--- config.mk ---
export PLATFORM = sky130hd
export DESIGN_NAME = gen_scheduler
export DESIGN_NICKNAME = d
export VERILOG_FILES = /design/src/rtl/gen_scheduler.sv
export SDC_FILE = /design/constraint.sdc
export NUM_CORES = 1
export LEC_CHECK = 0
export ABC_AREA = 1
export BUFFER_PORTS_ARGS = -buffer_cell sky130_fd_sc_hd__buf_2
export CAP_MARGIN = 40
export CORE_MARGIN = 4
export CORE_UTILIZATION = 58
export DETAILED_ROUTE_END_ITERATION = 10
export PLACE_DENSITY = 0.84
export SETUP_SLACK_MARGIN = 0.2
export SYNTH_ARGS = -nofsm -noshare
export SYNTH_HDL_FRONTEND = slang
export SYNTH_SLANG_ARGS = --single-unit
export TNS_END_PERCENT = 50
--- constraint.sdc ---
create_clock -name clk_in -period 5.4 [get_ports clk_in]
set_input_delay 0.27 -clock clk_in [delete_from_list [all_inputs] [get_ports clk_in]]
set_output_delay 0.27 -clock clk_in [all_outputs]
set_load 0.02 [all_outputs]
--- src/rtl/gen_scheduler.sv ---
// rtl/gen_scheduler.sv - generation scheduler pacing life_logic over an N-way frame buffer ring
module gen_scheduler #(
  parameter int NUM_BUFS    = 3,
  parameter int SPEED_WIDTH = 4,
  parameter int GEN_WIDTH   = 16,
  localparam int IW         = (NUM_BUFS <= 2) ? 1 : $clog2(NUM_BUFS)
) (
  input  logic                   clk_in,
  input  logic                   rst_in,
  input  logic                   render_done_in,
  input  logic                   logic_done_in,
  input  logic [SPEED_WIDTH-1:0] speed_in,
  input  logic                   pause_in,
  input  logic                   step_in,
  output logic                   logic_start_out,
  output logic [IW-1:0]          render_buf_out,
  output logic [IW-1:0]          logic_rd_buf_out,
  output logic [IW-1:0]          logic_wr_buf_out,
  output logic                   busy_out,
  output logic [IW:0]            queued_out,
  output logic [GEN_WIDTH-1:0]   gen_count_out
);

  // Ring arithmetic runs two bits wider than an index so D+Q+1 never overflows.
  localparam logic [IW+1:0] NB     = (IW+2)'(NUM_BUFS);
  // A start needs a free slot that is not the displayed buffer.
  localparam logic [IW:0]   Q_FULL = (IW+1)'(NUM_BUFS - 1);

  typedef enum logic {
    S_IDLE = 1'b0,
    S_RUN  = 1'b1
  } state_t;

  state_t                 r_state;
  state_t                 w_state_nxt;

  logic                   r_token;
  logic [SPEED_WIDTH-1:0] r_frame_cnt;
  logic [IW-1:0]          r_disp;
  logic [IW:0]            r_queued;
  logic                   r_start;
  logic [IW-1:0]          r_rd_buf;
  logic [IW-1:0]          r_wr_buf;
  logic [GEN_WIDTH-1:0]   r_gen;

  logic                   w_start;
  logic                   w_done_ok;
  logic                   w_token_set;
  logic                   w_swap;
  logic [IW-1:0]          w_disp_nxt;
  logic [IW:0]            w_queued_nxt;
  logic [IW+1:0]          w_rd_sum;
  logic [IW+1:0]          w_wr_sum;

  // Reduce a value below 2*NUM_BUFS into the ring index range.
  function automatic logic [IW-1:0] ring_wrap(input logic [IW+1:0] x);
    logic [IW+1:0] t;
    t = (x >= NB) ? (x - NB) : x;
    return IW'(t);
  endfunction

  // State register: IDLE waits for token and space, RUN has a generation in flight.
  always_ff @(posedge clk_in or negedge rst_in) begin
    if (!rst_in) begin
      r_state <= S_IDLE;
    end else begin
      r_state <= w_state_nxt;
    end
  end

  // Next state: start moves to RUN, a done pulse returns to IDLE.
  always_comb begin
    w_state_nxt = r_state;
    case (r_state)
      S_IDLE: if (w_start)       w_state_nxt = S_RUN;
      S_RUN:  if (logic_done_in) w_state_nxt = S_IDLE;
    endcase
  end

  // State decode: start qualification and filtering of stray done pulses.
  always_comb begin
    w_start   = (r_state == S_IDLE) && r_token && (r_queued < Q_FULL);
    w_done_ok = (r_state == S_RUN) && logic_done_in;
  end

  // Pacing and ring next-state: token earning, swap decision and the new D/Q.
  always_comb begin
    w_token_set  = pause_in ? step_in : (render_done_in && (r_frame_cnt == speed_in));
    w_swap       = render_done_in && ((r_queued != '0) || w_done_ok);
    w_disp_nxt   = w_swap ? ring_wrap((IW+2)'(r_disp) + (IW+2)'(1)) : r_disp;
    w_queued_nxt = r_queued + (IW+1)'(w_done_ok) - (IW+1)'(w_swap);
    w_rd_sum     = (IW+2)'(w_disp_nxt) + (IW+2)'(w_queued_nxt);
    w_wr_sum     = w_rd_sum + (IW+2)'(1);
  end

  // Frame counter and single-bit token; a freshly earned token wins over one being spent.
  always_ff @(posedge clk_in or negedge rst_in) begin
    if (!rst_in) begin
      r_frame_cnt <= '0;
      r_token     <= 1'b1;
    end else begin
      if (render_done_in && !pause_in) begin
        r_frame_cnt <= (r_frame_cnt == speed_in) ? '0 : r_frame_cnt + SPEED_WIDTH'(1);
      end
      if (w_token_set) begin
        r_token <= 1'b1;
      end else if (w_start) begin
        r_token <= 1'b0;
      end
    end
  end

  // Ring registers plus registered buffer indices derived from the next D and Q.
  always_ff @(posedge clk_in or negedge rst_in) begin
    if (!rst_in) begin
      r_disp   <= '0;
      r_queued <= '0;
      r_rd_buf <= '0;
      r_wr_buf <= ring_wrap((IW+2)'(1));
    end else begin
      r_disp   <= w_disp_nxt;
      r_queued <= w_queued_nxt;
      r_rd_buf <= ring_wrap(w_rd_sum);
      r_wr_buf <= ring_wrap(w_wr_sum);
    end
  end

  // Start pulse and completed-generation counter.
  always_ff @(posedge clk_in or negedge rst_in) begin
    if (!rst_in) begin
      r_start <= 1'b0;
      r_gen   <= '0;
    end else begin
      r_start <= w_start;
      if (w_done_ok) begin
        r_gen <= r_gen + GEN_WIDTH'(1);
      end
    end
  end

  assign logic_start_out  = r_start;
  assign busy_out         = (r_state == S_RUN);
  assign render_buf_out   = r_disp;
  assign logic_rd_buf_out = r_rd_buf;
  assign logic_wr_buf_out = r_wr_buf;
  assign queued_out       = r_queued;
  assign gen_count_out    = r_gen;

endmodule

==> results.md <==
* DP HPWL at 2383 um
* Power Total at 1.520 mW
* WHS Endpoint: r_token
* Outcome: finished clean
* Final setup vio count at 0
* Gr ovfl total at 0
* HP Start: step_in
* Number of synthesized flops with an enable pin at 0
* Largest net degree at the start of global routing at 33
* Max Clk Rate at 305.2 MHz
* Synth Cell Area at 1745 sq um
* Clock transition at the registers of the reported paths at 90 ps
* Crit path time final at 3277 ps
* Yosys cell types at 30
* Synth top area share at 0.4301
* Crit share post-route at 0.6068
* Maximum vdd drop at 760.4 uV
* Clock root buffer master: clkbuf_4
* Final net count at 245
* Drt first pass iters at 4
* Worst R2R Setup Slack at 2120 ps
* TNS Setup at 0 ps
* PwrDens at 745.5 nW/um^2
* Placed cell areas at 1964 sq um
* Rows at 19
* CP Class: flip-flop to flip-flop
* Yosys top cell by area: dfrtp_1
* Required @ worst endpoint at 5620 ps
* Clock skew at 6.376 ps
* Top FF cell, synth: dfrtp_1
* Reg-to-reg startpoint: queued_out[1]
* Top cells by area, synth: dfrtp_1 (43%), ha_1 (7.2%), inv_1 (6.5%), nand2_1 (6.2%), xor2_1 (6.0%)
* Unrepaired setup endpoints after global routing: no
* Gpl congestion at 0.8547
* Post-route ant nets at 0
* Asr flop ratio synth at 1.000
* Post-Synthesis Cells at 180
* Max Slew Vio Count at 0
* CTS max path bufs at 2
* CP endpoint kind: flip-flop
* First-pass GRT wire length at 5554 um
* Worst Hold Depth at 3
* PnR worst setup slack at 2123 ps
* DR vias at 1289
* Clock latency on the worst-skew pair at 320 ps
* Core ar. at 2805 sq um
* Crit Reg-Reg Endpoint: logic_wr_buf_out[1]
* Starting Density at 0.6222
* Total Wirelength at 3049 um
* FF-to-FF path depth at 21
* Final instance area at 2039 sq um
* CTS buffer count at 5
* Finished Core Util at 0.7270
* PortBufs at 36
* Max Cap Violations at 0
* Ys Warns at 0
* Htree depth at 2
* Die H at 62.86 um
* Avg WL per Cell at 11.96 um
* Max_slew headroom at 0.5412
* Largest fanout on the critical path at 5
* DIE AREA at 3951 sq um
* Num Clock Sinks at 32
* Routed vias/inst at 5.055
* Post-Syn Nets at 201
* Avg Cell Area, Syn at 9.697 sq um
* I/O pins at 37
* Initial antenna violation count at 0
* Hold Crit Class: primary input to flip-flop
* Sequential share of the synthesized area at 0.4602
* TritonCTS clock tree: built
* Die width at 62.86 um
* Slew @ Worst Pin at 688.1 ps
* Overall Global Routing Usage at 0.1775
* N_diodes at 0
* Leakage at 1.134 nW
* Crit path DAT at 3490 ps
* Area Overhead vs Synth at 16.85%
* Vias in the first global route at 1298
* Proportion of layout cells with a drive suffix above 1 at 0.2991
* Post-route DRC at 0
* Total setup buffers inserted after CTS at 0
* Dpl ws at 2144 ps
* Startpoint Class: flip-flop
* Final hold violations at 0
* Seq cells post-synth at 32
* Worst Setup SP: queued_out[1]
* Drt first-iter violations at 58
## logic make-up (layout without fill, tap and decap cells)
logic type                 count (synthesis)  count (layout)  synth area share
AOI/OAI and AO/OA                          8               8           0.02867
xor gates and xnor gates                  22              22            0.1104
adders and majority gates                 11              11           0.08315
buffers and inverters                     33              77           0.07240
DFF                                       32              32            0.4602
and+or+nand+nor                           74              74            0.2452
## routing by layer
metal,wire (um),GRT usage,share of wire
met1,1422,0.2263,0.47
met2,1430,0.2756,0.47
met3,151,0.05755,0.050
met4,44,0.07713,0.014
met5,0,0,0
## cell usage after synthesis, types with 2 or more instances
library cell,count
dfrtp_1,30
dfstp_2,2
ha_1,10
inv_1,30
nand2_1,29
nand2_2,4
nand3_1,15
nand3_2,7
nand4_1,3
nor2_1,6
nor2_2,3
o21ai_0,2
o21ai_1,2
xnor2_1,10
xor2_1,12
## layout make-up
type	count	area (sq um)
Multi-Input combinational cell	115	815.8
Inverter	33	126.4
Sequential cell	32	803.3
Tap cell	31	38.79
Timing Repair Buffer	37	190.2
Clock buffer	7	65.06
Fill cell	205	765.7
## report_power, final
group          internal, mW  total, mW  switching, mW
clock network        0.0738      0.148         0.0745
logic                 0.372      0.970          0.599
registers             0.336      0.402         0.0662
## critical path, stage by stage, from the launching register on
cell      delay (ps)
dfrtp_1          430
nor2_1           150
nand3_2          110
nand2_2          100
inv_1             60
ha_1             270
inv_1             40
ha_1             170
inv_1             60
fa_1             420
inv_1             90
nand3_2          130
nand2_1           90
inv_1             40
ha_1             330
ha_1             210
inv_1             80
nand3_1           90
nand3_2          100
clkinv_1          80
nand3_1           80
nand2_1           50
## registers in the layout (all words and copies together), names as in the netlist
| register | count |
|---|---|
| logic_wr_buf_out | 2 |
| busy_out | 1 |
| r_token | 1 |
| logic_start_out | 1 |
| gen_count_out | 16 |
| render_buf_out | 2 |
| logic_rd_buf_out | 2 |
| r_frame_cnt | 4 |
| queued_out | 3 |
## cell usage in the layout (no fill, tap or decap)
master / n
a21oi_1: 1
a22o_1: 1
a22oi_1: 1
a31o_2: 1
buf_2: 36
clkbuf_4: 5
clkbuf_8: 2
clkinv_1: 1
dfrtp_1: 30
dfstp_2: 2
dlygate4sd3_1: 1
fa_1: 1
ha_1: 10
inv_1: 30
inv_2: 1
inv_4: 1
nand2_1: 29
nand2_2: 4
nand2_4: 1
nand3_1: 15
nand3_2: 7
nand3b_1: 1
nand4_1: 3
nand4_2: 1
nand4_4: 1
nor2_1: 6
nor2_2: 3
nor2_4: 1
nor3b_4: 1
nor4_1: 1
o21ai_0: 2
o21ai_1: 2
xnor2_1: 10
xor2_1: 12
## stage by stage
stage,instances,hold WS (ps)
after floorplan,180,-25.59
after CTS,255,170.2
after global routing,255,190.7
after detailed placement,247,352.7
after global placement,247,354.5
final,255,189.3
## worst max path at each step
| stage | slack (ps) | end |
|---|---|---|
| floorplan | 2260 | logic_wr_buf_out[1] |
| global placement | 2270 | logic_wr_buf_out[1] |
| detailed placement | 2140 | logic_wr_buf_out[1] |
| CTS | 2120 | logic_wr_buf_out[1] |
| global route | 1810 | logic_wr_buf_out[0] |
| finish | 2120 | logic_wr_buf_out[1] |
## timing repair
item                       CTS  global route
gates resized for setup      0             0
hold buffers                 1             0
hold endpoints to repair    30             0
setup endpoints to repair    0             0
Power figures use the tool's default switching activity.
